$ cat src/rtl/pipeline_hazard_ctrl_if.sv
// Hazard controller bus: ID/EX/MEM status inputs and pipeline-register
// control outputs. The pipeline drives through master; the controller uses slave.
interface pipeline_hazard_ctrl_if #(
    parameter int REG_ID_WIDTH = 5,
    parameter int CNT_WIDTH    = 32
);
    logic [REG_ID_WIDTH-1:0] id_rs1;
    logic [REG_ID_WIDTH-1:0] id_rs2;
    logic                    id_rs1_used;
    logic                    id_rs2_used;
    logic [REG_ID_WIDTH-1:0] ex_dest;
    logic                    ex_reg_write;
    logic                    ex_mem_read;
    logic                    ex_branch_taken;
    logic                    mem_busy;

    logic                    pc_stall;
    logic                    if_id_stall;
    logic                    if_id_flush;
    logic                    id_ex_stall;
    logic                    id_ex_bubble;
    logic                    ex_mem_stall;
    logic                    mem_wb_bubble;
    logic                    pc_redirect;
    logic [1:0]              state;
    logic [CNT_WIDTH-1:0]    stall_cycles;
    logic                    mem_timeout;

    modport master (
        output id_rs1, id_rs2, id_rs1_used, id_rs2_used, ex_dest,
               ex_reg_write, ex_mem_read, ex_branch_taken, mem_busy,
        input  pc_stall, if_id_stall, if_id_flush, id_ex_stall, id_ex_bubble,
               ex_mem_stall, mem_wb_bubble, pc_redirect, state, stall_cycles,
               mem_timeout
    );

    modport slave (
        input  id_rs1, id_rs2, id_rs1_used, id_rs2_used, ex_dest,
               ex_reg_write, ex_mem_read, ex_branch_taken, mem_busy,
        output pc_stall, if_id_stall, if_id_flush, id_ex_stall, id_ex_bubble,
               ex_mem_stall, mem_wb_bubble, pc_redirect, state, stall_cycles,
               mem_timeout
    );
endinterface

$ cat src/rtl/pipeline_hazard_ctrl.sv
// Five-stage pipeline hazard controller: load-use stalls, MEM-wait stalls,
// taken-branch redirect (deferred while MEM is busy), stall statistics and
// a sticky MEM-wait timeout flag.
module pipeline_hazard_ctrl #(
    parameter int REG_ID_WIDTH = 5,
    parameter int MEM_TIMEOUT  = 255,
    parameter int CNT_WIDTH    = 32
) (
    input logic                   clk,
    input logic                   reset,
    pipeline_hazard_ctrl_if.slave bus
);
    typedef enum logic [1:0] {
        RUN           = 2'd0,
        MEM_WAIT      = 2'd1,
        REDIRECT_PEND = 2'd2,
        REDIRECT      = 2'd3
    } state_e;

    localparam int                WAIT_W     = $clog2(MEM_TIMEOUT + 1);
    localparam logic [WAIT_W-1:0] WAIT_LIMIT = WAIT_W'(MEM_TIMEOUT);

    state_e                  state_q, state_d;
    logic [CNT_WIDTH-1:0]    stall_cycles_q, stall_cycles_d;
    logic [WAIT_W-1:0]       wait_cnt_q, wait_cnt_d;
    logic                    mem_timeout_q, mem_timeout_d;

    logic [REG_ID_WIDTH-1:0] rs1, rs2, dest;
    logic                    load_use;
    logic                    pc_stall, if_id_stall, if_id_flush, id_ex_stall;
    logic                    id_ex_bubble, ex_mem_stall, mem_wb_bubble, pc_redirect;

    assign rs1  = bus.id_rs1;
    assign rs2  = bus.id_rs2;
    assign dest = bus.ex_dest;

    // Load in EX whose (non-zero) destination is read by the ID instruction
    always_comb begin
        load_use = bus.ex_mem_read && bus.ex_reg_write && (dest != '0) &&
                   ((bus.id_rs1_used && (rs1 == dest)) ||
                    (bus.id_rs2_used && (rs2 == dest)));
    end

    // Next state and pipeline controls; mem_busy outranks branch outranks load-use
    always_comb begin
        state_d       = state_q;
        pc_stall      = 1'b0;
        if_id_stall   = 1'b0;
        if_id_flush   = 1'b0;
        id_ex_stall   = 1'b0;
        id_ex_bubble  = 1'b0;
        ex_mem_stall  = 1'b0;
        mem_wb_bubble = 1'b0;
        pc_redirect   = 1'b0;

        if (bus.mem_busy) begin
            // Every busy cycle freezes the front of the pipe whatever the state;
            // a branch seen now is remembered by parking in REDIRECT_PEND.
            pc_stall      = 1'b1;
            if_id_stall   = 1'b1;
            id_ex_stall   = 1'b1;
            ex_mem_stall  = 1'b1;
            mem_wb_bubble = 1'b1;
            if (state_q == REDIRECT_PEND || bus.ex_branch_taken)
                state_d = REDIRECT_PEND;
            else
                state_d = MEM_WAIT;
        end else begin
            case (state_q)
                REDIRECT: begin
                    id_ex_bubble = 1'b1;
                    state_d      = RUN;
                end
                REDIRECT_PEND: begin
                    pc_redirect  = 1'b1;
                    if_id_flush  = 1'b1;
                    id_ex_bubble = 1'b1;
                    state_d      = REDIRECT;
                end
                MEM_WAIT: begin
                    // Release from the wait; a branch resolving now is not lost
                    if (bus.ex_branch_taken) begin
                        pc_redirect  = 1'b1;
                        if_id_flush  = 1'b1;
                        id_ex_bubble = 1'b1;
                        state_d      = REDIRECT;
                    end else begin
                        state_d = RUN;
                    end
                end
                default: begin
                    if (bus.ex_branch_taken) begin
                        pc_redirect  = 1'b1;
                        if_id_flush  = 1'b1;
                        id_ex_bubble = 1'b1;
                        state_d      = REDIRECT;
                    end else if (load_use) begin
                        pc_stall     = 1'b1;
                        if_id_stall  = 1'b1;
                        id_ex_bubble = 1'b1;
                    end
                end
            endcase
        end

        if (reset) begin
            state_d       = RUN;
            pc_stall      = 1'b0;
            if_id_stall   = 1'b0;
            if_id_flush   = 1'b0;
            id_ex_stall   = 1'b0;
            id_ex_bubble  = 1'b0;
            ex_mem_stall  = 1'b0;
            mem_wb_bubble = 1'b0;
            pc_redirect   = 1'b0;
        end
    end

    // Saturating stall counter and MEM-wait timeout tracking
    always_comb begin
        stall_cycles_d = stall_cycles_q;
        if (pc_stall && (stall_cycles_q != '1))
            stall_cycles_d = stall_cycles_q + 1'b1;

        // The cycle that enters the wait is counted too, so the flag is
        // visible right after the MEM_TIMEOUT-th consecutive busy cycle.
        wait_cnt_d = '0;
        if (bus.mem_busy)
            wait_cnt_d = (wait_cnt_q == WAIT_LIMIT) ? wait_cnt_q : wait_cnt_q + 1'b1;

        mem_timeout_d = mem_timeout_q || (wait_cnt_d == WAIT_LIMIT);

        if (reset) begin
            stall_cycles_d = '0;
            wait_cnt_d     = '0;
            mem_timeout_d  = 1'b0;
        end
    end

    // State registers
    always_ff @(posedge clk) begin
        state_q        <= state_d;
        stall_cycles_q <= stall_cycles_d;
        wait_cnt_q     <= wait_cnt_d;
        mem_timeout_q  <= mem_timeout_d;
    end

    assign bus.pc_stall      = pc_stall;
    assign bus.if_id_stall   = if_id_stall;
    assign bus.if_id_flush   = if_id_flush;
    assign bus.id_ex_stall   = id_ex_stall;
    assign bus.id_ex_bubble  = id_ex_bubble;
    assign bus.ex_mem_stall  = ex_mem_stall;
    assign bus.mem_wb_bubble = mem_wb_bubble;
    assign bus.pc_redirect   = pc_redirect;
    assign bus.state         = state_q;
    assign bus.stall_cycles  = stall_cycles_q;
    assign bus.mem_timeout   = mem_timeout_q;
endmodule
$ cat src/flat_wrapper.sv
// flat-port wrapper written by rule: the top's interface ports become plain ports
module pipeline_hazard_ctrl_flat 
#(
    parameter int REG_ID_WIDTH = 5,
    parameter int MEM_TIMEOUT  = 255,
    parameter int CNT_WIDTH    = 32
)
  (clk, reset, bus_id_rs1, bus_id_rs2, bus_id_rs1_used, bus_id_rs2_used, bus_ex_dest, bus_ex_reg_write, bus_ex_mem_read, bus_ex_branch_taken, bus_mem_busy, bus_pc_stall, bus_if_id_stall, bus_if_id_flush, bus_id_ex_stall, bus_id_ex_bubble, bus_ex_mem_stall, bus_mem_wb_bubble, bus_pc_redirect, bus_state, bus_stall_cycles, bus_mem_timeout);
  pipeline_hazard_ctrl_if #(.REG_ID_WIDTH(REG_ID_WIDTH), .CNT_WIDTH(CNT_WIDTH)) bus_i ();
  input logic clk;
  input logic reset;
  input wire logic [$bits(bus_i.id_rs1)-1:0] bus_id_rs1;
  input wire logic [$bits(bus_i.id_rs2)-1:0] bus_id_rs2;
  input wire logic [$bits(bus_i.id_rs1_used)-1:0] bus_id_rs1_used;
  input wire logic [$bits(bus_i.id_rs2_used)-1:0] bus_id_rs2_used;
  input wire logic [$bits(bus_i.ex_dest)-1:0] bus_ex_dest;
  input wire logic [$bits(bus_i.ex_reg_write)-1:0] bus_ex_reg_write;
  input wire logic [$bits(bus_i.ex_mem_read)-1:0] bus_ex_mem_read;
  input wire logic [$bits(bus_i.ex_branch_taken)-1:0] bus_ex_branch_taken;
  input wire logic [$bits(bus_i.mem_busy)-1:0] bus_mem_busy;
  output wire logic [$bits(bus_i.pc_stall)-1:0] bus_pc_stall;
  output wire logic [$bits(bus_i.if_id_stall)-1:0] bus_if_id_stall;
  output wire logic [$bits(bus_i.if_id_flush)-1:0] bus_if_id_flush;
  output wire logic [$bits(bus_i.id_ex_stall)-1:0] bus_id_ex_stall;
  output wire logic [$bits(bus_i.id_ex_bubble)-1:0] bus_id_ex_bubble;
  output wire logic [$bits(bus_i.ex_mem_stall)-1:0] bus_ex_mem_stall;
  output wire logic [$bits(bus_i.mem_wb_bubble)-1:0] bus_mem_wb_bubble;
  output wire logic [$bits(bus_i.pc_redirect)-1:0] bus_pc_redirect;
  output wire logic [$bits(bus_i.state)-1:0] bus_state;
  output wire logic [$bits(bus_i.stall_cycles)-1:0] bus_stall_cycles;
  output wire logic [$bits(bus_i.mem_timeout)-1:0] bus_mem_timeout;
  assign bus_i.id_rs1 = bus_id_rs1;
  assign bus_i.id_rs2 = bus_id_rs2;
  assign bus_i.id_rs1_used = bus_id_rs1_used;
  assign bus_i.id_rs2_used = bus_id_rs2_used;
  assign bus_i.ex_dest = bus_ex_dest;
  assign bus_i.ex_reg_write = bus_ex_reg_write;
  assign bus_i.ex_mem_read = bus_ex_mem_read;
  assign bus_i.ex_branch_taken = bus_ex_branch_taken;
  assign bus_i.mem_busy = bus_mem_busy;
  assign bus_pc_stall = bus_i.pc_stall;
  assign bus_if_id_stall = bus_i.if_id_stall;
  assign bus_if_id_flush = bus_i.if_id_flush;
  assign bus_id_ex_stall = bus_i.id_ex_stall;
  assign bus_id_ex_bubble = bus_i.id_ex_bubble;
  assign bus_ex_mem_stall = bus_i.ex_mem_stall;
  assign bus_mem_wb_bubble = bus_i.mem_wb_bubble;
  assign bus_pc_redirect = bus_i.pc_redirect;
  assign bus_state = bus_i.state;
  assign bus_stall_cycles = bus_i.stall_cycles;
  assign bus_mem_timeout = bus_i.mem_timeout;
  pipeline_hazard_ctrl #(.REG_ID_WIDTH(REG_ID_WIDTH), .MEM_TIMEOUT(MEM_TIMEOUT), .CNT_WIDTH(CNT_WIDTH)) u_core (.clk(clk), .reset(reset), .bus(bus_i));
endmodule
$ cat config.mk
export PLATFORM = sky130hd
export DESIGN_NAME = pipeline_hazard_ctrl_flat
export DESIGN_NICKNAME = d
export VERILOG_FILES = /design/src/rtl/pipeline_hazard_ctrl_if.sv /design/src/rtl/pipeline_hazard_ctrl.sv /design/src/flat_wrapper.sv
export SDC_FILE = /design/constraint.sdc
export NUM_CORES = 1
export LEC_CHECK = 0
export ABC_AREA = 1
export CAP_MARGIN = 20
export CORE_ASPECT_RATIO = 1.25
export CORE_MARGIN = 2
export CORE_UTILIZATION = 40
export DETAILED_ROUTE_END_ITERATION = 10
export PLACE_DENSITY = 0.66
export SLEW_MARGIN = 20
export SYNTH_ARGS = -nofsm -noshare
export SYNTH_HDL_FRONTEND = slang
export SYNTH_SLANG_ARGS = --single-unit
$ cat constraint.sdc
create_clock -name clk -period 4.4 [get_ports clk]
set_clock_uncertainty 0.15 [all_clocks]
set_input_delay 0.88 -clock clk [delete_from_list [all_inputs] [get_ports clk]]
set_output_delay 0.88 -clock clk [all_outputs]
set_load 0.05 [all_outputs]
-- Yosys cells after proc, flatten, opt, wreduce, memory -nomap -nowiden
Cells that the tools add are included.
- bits in registers: 43
- input port bits: 23
- output and inout port bits: 43
- word-level logic and storage cells: 49
- add/sub/neg operators: 2
- equal/unequal tests: 8
- mux-type cells: 22
- reduce and logical (&&, ||, !) cells: 13
- operators with widths (cell ; count):
    adder 32 x 1 -> 32 bit, second input constant ; 1
    != test 32 bit, second input constant ; 1
    equality test 8 bit, second input constant ; 2
    two-way mux 8 bit ; 2
    two-way mux 1 bit ; 13
    equality test 5 bit ; 2
    nonzero test 5 bit ; 2
    adder 8 x 1 -> 8 bit, second input constant ; 1
    two-way mux 2 bit ; 4
    logical AND 1 bit ; 6
    case mux 2 bit (3 select lines) ; 1
    equality test 2 bit, second input constant ; 2
    case mux 1 bit (2 select lines) ; 2
    logical OR 1 bit ; 3
    OR reduction 3 bit ; 1
    equality test 2 x 1 -> 1 bit, second input constant ; 1
    OR reduction 2 bit ; 1

-- Depth between registers and ports, before layout
Gate-level depths: netlist of the first run.
- depth in word-level cells: 10
- gate-level depth with buffers: 13
- gate-level depth less buffers: 12

-- Worst setup path before layout of the first run
OpenSTA, ideal clock, no wires.
- path type: input -> output
- from: input port bus_mem_busy
- to: output port bus_pc_stall
- arrival: 2.871 ns
- data required time: 3.370 ns
- slack: 0.499 ns
- stages: 7
- buffers on the path: 3
- path through: buf_2 -> inv_1 -> nor2_1 -> inv_1 -> nand2_2 -> buf_2 -> buf_4
- word-level cells in the longest chain between the ends: 2
- ends and longest elaborated chain (element ; RTL line ; RTL):
    start: declaration ; flat_wrapper.sv:20 ; input wire logic [$bits(bus_i.mem_busy)-1:0] bus_mem_busy;
    two-way mux 1 bit (2 in series) ; n/a ;
    end: declaration ; flat_wrapper.sv:21 ; output wire logic [$bits(bus_i.pc_stall)-1:0] bus_pc_stall;
Every way passes these cells.

-- Worst setup path after layout of the first run
- from: input port bus_ex_dest[0]
- to: output port bus_pc_stall
- word-level cells in the longest chain between the ends: 9
- elaborated cells on any way between the ends: 13
- those cells by class: 2 x eq/ne; 5 x mux; 6 x reduce/logical
- ends and longest elaborated chain (element ; RTL line ; RTL):
    start: declaration ; flat_wrapper.sv:16 ; input wire logic [$bits(bus_i.ex_dest)-1:0] bus_ex_dest;
    equality test 5 bit, on equally long branches ; pipeline_hazard_ctrl.sv:40, pipeline_hazard_ctrl.sv:41 ;
    logical AND 1 bit, on equally long branches ; pipeline_hazard_ctrl.sv:40, pipeline_hazard_ctrl.sv:41 ;
    logical OR 1 bit ; pipeline_hazard_ctrl.sv:40 ; ((bus.id_rs1_used && (rs1 == dest)) ||
    logical AND 1 bit (*) ; pipeline_hazard_ctrl.sv:39 ; load_use = bus.ex_mem_read && bus.ex_reg_write && (dest != '0) &&
    two-way mux 1 bit (*) ; pipeline_hazard_ctrl.sv:97 ; end else if (load_use) begin
    two-way mux 1 bit (*) ; pipeline_hazard_ctrl.sv:92 ; if (bus.ex_branch_taken) begin
    two-way mux 1 bit (*) ; pipeline_hazard_ctrl.sv:69 ; case (state_q)
    two-way mux 1 bit (*) ; pipeline_hazard_ctrl.sv:56 ; if (bus.mem_busy) begin
    two-way mux 1 bit (*) ; pipeline_hazard_ctrl.sv:106 ; if (reset) begin
Every way passes the cells marked *; elsewhere a longest branch is shown, timed or not.

==> results of run 1 <==
critical path, stage by stage:
cell             delay [ns]
clkdlybuf4s50_1        0.53
inv_1                  0.09
nand2_1                0.06
nand2_1                0.05
nor2_1                 0.08
nand3_1                0.07
nand2_1                0.09
nand3_1                0.08
nand2_2                0.41
buf_12                 0.21
sequential cells by signal, indices dropped and copies added (netlist names):
signal / count
u_core.bus.mem_timeout: 1
u_core.bus.stall_cycles: 32
u_core.bus.state: 2
u_core.wait_cnt_q: 8
worst max path at each step:
| stage | depth (start not counted) | endpoint |
|---|---|---|
| 6_report | 10 | bus_pc_stall |
| 5_1_grt | 10 | bus_if_id_stall |
| 4_1_cts | 10 | bus_pc_stall |
| 3_5_place_dp | 10 | bus_pc_stall |
| 3_3_place_gp | 10 | bus_if_id_stall |
| 2_1_floorplan | 7 | bus_pc_stall |
cell usage in the layout, fill, tap and decap left out, types with 5 or more instances in the layout:
cell type,instances
a21oi_1,36
buf_12,8
clkbuf_8,5
clkdlybuf4s50_1,57
dfxtp_1,43
inv_1,48
nand2_1,167
nand3_1,49
nand3b_1,10
nand4_1,6
nor2_1,73
nor3_1,12
xor2_1,14
kinds of logic (layout without fill, tap and decap cells):
family | Yosys count | in the layout
AO/OA/AOI/OAI | 40 | 40
XOR/XNOR | 17 | 17
adder cells (fa/ha/maj) | 2 | 2
buffers and inverters | 68 | 126
flip-flops | 43 | 43
AND/OR/NAND/NOR | 327 | 327
power breakdown:
group          internal [mW]  switching (mW)  leakage [nW]  total [mW]
clock network          0.111           0.139        0.0412       0.250
registers              0.392         0.00439         0.347       0.397
logic                 0.0496          0.0674          1.08       0.117
total                  0.553           0.211          1.47       0.764
final cells by class:
| type | count | area [sq um] |
|---|---|---|
| Inverter | 50 | 188 |
| Fill cell | 761 | 3280 |
| Tap cell | 90 | 113 |
| Timing Repair Buffer | 68 | 753 |
| Sequential cell | 43 | 861 |
| Clock inverter | 2 | 12.5 |
| Clock buffer | 6 | 72.6 |
| Multi-Input combinational cell | 386 | 1780 |
Yosys cell counts:
master,number,area [sq um]
buf_6,2,22.5
nor3_2,1,10.0
nand2_2,3,18.8
clkbuf_1,4,15.0
inv_2,2,7.51
nand4_1,6,37.5
nor2_1,73,274
nor3_4,1,16.3
nand4_2,2,25.0
nor2_2,2,12.5
dfxtp_1,43,861
buf_1,1,3.75
ha_1,2,25.0
buf_2,7,35.0
a21boi_0,1,7.51
nand2_1,167,627
nor4_1,1,6.26
o21ai_0,3,15.0
nand3_1,49,245
a21oi_1,36,180
nor3_1,12,60.1
buf_4,4,30.0
nand3b_1,10,75.1
inv_1,48,180
xor2_1,14,123
xnor2_1,3,26.3
per-stage QoR:
stage / cells / instance area, sq um
finish: 645 / 3780
global placement: 637 / 3700
global route: 645 / 3780
CTS: 645 / 3780
floorplan: 497 / 2940
detailed placement: 637 / 3700
metal layers:
layer	share of wire, %	vias to the layer above
met1	41	1441
met3	4.6	20
met5	0	-
li1	-	1682
met4	3.9	0
met2	51	78
==> reports/metrics.cfg, run 1 <==
[timing]
post-route-period-util_pct=81.5
tightest_slew_ns=0.572
setup_viol=0
max_freq_ghz=0.279
final-hold-violation-count=0
rsz0062_at_grt=false
relSlewSlack_pct=61.6
slew_violations=0
timing.hold.ws_ns=0.331
period_needed_ns=3.59
tns_ns=0
layout_setup_ws_ns=0.814

[yosys]
synth-seq-cells=43
yosysUniqueCellTypes=26
synth_top_family_by_area=simple AND/OR/NAND/NOR gates
syn-instance-count=497
synth_compound_area_share_pct=6.90
synth-simple-area-share_pct=47.9
syn_area_sq_mm=0.00294
yosys_warnings=0
synth_mux_area_share_pct=0
syn_nets=522
seq_area_frac_synth_pct=29.3
synth_xor_area_share_pct=5.07
syn_avg_cell_area_sq_um=5.91
synth_fa_ha_area_share_pct=0.851

[floorplan]
core_sq_mm=0.00706
dieHeight_um=99.8
dieWidth_um=80.7
initial_core_util_pct=41.6
boundaryPins=66
std_cell_rows=34
die_area_sq_mm=0.00805

[worst_setup_path]
required_ns=3.37
r2r-end=u_core.bus.stall_cycles[0]$_SDFFE_PP0P_
reg2reg_depth=9
setup.worst_path.end_class=output pin
ff2ff_setup_slack_ns=1.75
cp-start-kind=input port
timing.rr.start=u_core.bus.stall_cycles[0]$_SDFFE_PP0P_
cp.arrival_ns=2.56
startpoint=bus_ex_dest[0]
cp_max_fo=23
crit_type=in2out

[global_route]
track_usage_pct=21.3
gr-total-overflow=0
grt_use_met3_pct=4.32
grt.busiest_layer=met2
grt_pass1_wl_mm=13.6
grt_max_degree=32
antenna_found_initial=0
grt_pass1_vias=3080
grt_use_met2_pct=38.3
met1_usage_pct=23.7

[final_layout]
antenna_cells=0
syn_to_final_growth_pct=28.7
fin_nets=579
drive_gt1_share_pct=5.23
utilization_pct=53.6

[pwr]
power.density_mw_per_mm2=202
fin_total_pwr_mw=0.764
p_leak_nw=1.47
irDropWorstVdd_uv=111

[clock_tree]
numCtsBuffers=5
cts_hold_buf=0
cts_tree=built
cts_setup_buffers=0
clkSinkCount=43
cts_max_level=2
cts_buffer_depth=2
cts_root_buf=clkbuf_8
cts-resized-gates=0
clkSlewWorstSetupHoldPaths_ns=0.08
clock_latency_ns=0.30

[drt]
wl_per_cell_um=12.5
num_vias=3221
drt_wl_total_mm=8.06
drt_first_pass_iters=7
ant_nets=0
viasPerCell=4.99
drc_errors=0
first_iter_violations=177

[placement]
dp_hpwl_mm=6.30
place_congestion=0.949
dp_slack_ns=0.806
io_buffers=65

[min_path]
min_from=u_core.bus.mem_timeout$_SDFF_PP0_
whs_endpoint=u_core.bus.mem_timeout$_SDFF_PP0_
hold_depth=2
worstHoldPathType=reg2reg

[flow_run]
drv_cap=0

[outcome]
status=complete, no violations

Note: power is estimated with default switching activity, not from simulation.
==> inputs of run 2 (changes only) <==
- clock period: 4.4 -> 3.55 ns (I/O delays scaled with it)
==> reports/metrics.cfg, run 2 (synthesis results as in run 1) <==
[flow_run]
drv_cap=0  ; unchanged

[floorplan]
initial_core_util_pct=41.6  ; unchanged
std_cell_rows=34  ; unchanged
core_sq_mm=0.00706  ; unchanged
boundaryPins=66  ; unchanged
die_area_sq_mm=0.00805  ; unchanged
dieWidth_um=80.7  ; unchanged
dieHeight_um=99.8  ; unchanged

[clock_tree]
cts_root_buf=clkbuf_8
cts_setup_buffers=0  ; unchanged
cts_buffer_depth=2  ; unchanged
cts_tree=built
numCtsBuffers=5  ; unchanged
cts_hold_buf=0  ; unchanged
cts_max_level=2  ; unchanged
clkSinkCount=43  ; unchanged
clock_latency_ns=0.30  ; about the same
clkSlewWorstSetupHoldPaths_ns=0.09  ; about the same
cts-resized-gates=0  ; unchanged

[drt]
num_vias=3217  ; -0.12%
viasPerCell=4.98  ; -0.28%
drt_wl_total_mm=8.21  ; +1.8%
wl_per_cell_um=12.7  ; +1.6%
drc_errors=0  ; unchanged
drt_first_pass_iters=4  ; -3
first_iter_violations=162  ; -8.5%
ant_nets=0  ; unchanged

[final_layout]
syn_to_final_growth_pct=30.7
antenna_cells=0  ; unchanged
utilization_pct=54.4  ; +0.81 points
drive_gt1_share_pct=5.58  ; +0.35 points
layout_commonest_cell=nand2_1
fin_nets=580  ; +0.17%
final_cell_mix=nand2_1 (167), nor2_1 (72), clkdlybuf4s50_1 (57), nand3_1 (49), inv_1 (48)
fillCellCount=721  ; -5.3%
largest_reg_flops=32  ; unchanged
seqCellArea_sq_um=861  ; unchanged
multi_input_area_sq_mm=0.00179  ; +0.14%
fin_cells=646  ; +0.16%

[global_route]
grt.busiest_layer=met2
grt_max_degree=36  ; +13%
met1_usage_pct=24.0  ; +0.35 points
gr-total-overflow=0  ; unchanged
antenna_found_initial=0  ; unchanged
grt_pass1_wl_mm=13.9  ; +1.8%
grt_use_met2_pct=37.2  ; -1.1 points
grt_pass1_vias=3064  ; -0.52%
grt_use_met3_pct=4.05  ; -0.27 points
track_usage_pct=21.4  ; +0.084 points

[timing]
slew_violations=0  ; unchanged
post-route-period-util_pct=88.6
tightest_slew_ns=0.652  ; +0.0800 ns
setup_viol=0  ; unchanged
final-hold-violation-count=0  ; unchanged
period_needed_ns=3.14
relSlewSlack_pct=56.2  ; -5.4 points
tns_ns=0  ; unchanged
rsz0062_at_grt=false
max_freq_ghz=0.318

[pwr]
power.density_mw_per_mm2=285  ; +41%
p_leak_nw=1.50  ; +2.0%
p_sw_mw=0.266  ; +26%
power_frac_comb_pct=13.4  ; -1.9 points
intPower_mw=0.830  ; +50%
fin_total_pwr_mw=1.10  ; +43%
swShare_pct=24.3  ; -3.3 points
irDropWorstVdd_uv=202  ; +82%
pwr-share-seq_pct=44.9  ; -7.0 points
power_frac_clock_pct=41.7  ; +9.0 points

[outcome]
status=complete, no violations

[worst_setup_path]
max_stage_delay_ns=0.51  ; -0.02 ns
cpLargestDelayFamily=buffers and inverters
worst-path-buf-inv=3  ; unchanged
required_ns=2.69  ; -0.68 ns
startpoint=bus_ex_dest[4]
path_cells=clkdlybuf4s50_1, inv_1, nand2_1, nand2_1, nor2_1, nand3_1, nand2_1, nand3_1, a21boi_0, buf_12
crit_top_cell=nand2_1
crit_type=in2out
cp.arrival_ns=2.28  ; -0.28 ns
ff2ff_setup_slack_ns=0.80  ; -0.95 ns
cp_max_fo=3  ; -87%
slowest_stage=clkdlybuf4s50_1
timing.rr.start=u_core.bus.stall_cycles[0]$_SDFFE_PP0P_
setup.worst_path.end_class=output pin
cp-start-kind=input port

[placement]
place_congestion=0.958  ; +0.98%
io_buffers=65  ; unchanged
dpl.cell_count=638  ; +0.16%
dp_hpwl_mm=6.29  ; about the same

[min_path]
worstHoldPathType=reg2reg
min_from=u_core.bus.mem_timeout$_SDFF_PP0_

## run 2: cell count changes in the layout (fill, tap and decap cells not counted)
cell	previous run	this run
clkinv_2	1	0
nor2_2	2	3
bufinv_16	0	2
nor2_1	73	72
clkinvlp_4	1	0
buf_4	3	4
## run 2: cell type report
type / instances / share of cell area [%]
multi-input cells: 386 / 46.5
flip-flops and latches: 43 / 22.4
clock buffers: 6 / 1.89
clock inverters: 2 / 1.56
repair buffers: 69 / 19.8
inverters: 50 / 4.89
well taps: 90 / 2.93
## run 2: tightest hold or removal path, stage by stage (launching register included)
cell and delay (ns):
dfxtp_1 0.32, inv_1 0.05, a21oi_1 0.05
## run 2: path summary, 6_finish.rpt
check        cells after the start                                  endpoint
max                             10                          bus_id_ex_bubble
min                              2         u_core.bus.mem_timeout$_SDFF_PP0_
max reg2reg                      9  u_core.bus.stall_cycles[18]$_SDFFE_PP0P_
min reg2reg                      2         u_core.bus.mem_timeout$_SDFF_PP0_
## run 2: per-stage QoR
| step | hold slack [ns] | instance area, sq um | setup slack, ns |
|---|---|---|---|
| 6_report | 0.306 | 3840 | 0.406 |
| 5_1_grt | 0.355 | 3840 | 0.260 |
| 4_1_cts | 0.311 | 3840 | 0.389 |
| 3_5_place_dp | 0.294 | 3710 | 0.365 |
| 3_3_place_gp | 0.292 | 3710 | 0.413 |
| 2_1_floorplan | 0.386 | 2940 | 0.305 |
## run 2: layer usage
metal,part of all wire (%),up-vias
li1,-,1679
met1,41,1416
met2,48,91
met3,5.1,31
met4,5.1,0
met5,0,-
## run 2: power by group through the flow
| stage | Clock, mW | Combinational (mW) | Sequential (mW) |
|---|---|---|---|
| 6_report | 0.457 | 0.147 | 0.492 |
| 5_1_grt | 0.486 | 0.159 | 0.493 |
| 4_1_cts | 0.471 | 0.147 | 0.492 |
| 3_5_place_dp | 0 | 0.147 | 0.503 |
| 3_3_place_gp | 0 | 0.146 | 0.503 |
| 2_1_floorplan | 0 | 0.0722 | 0.513 |
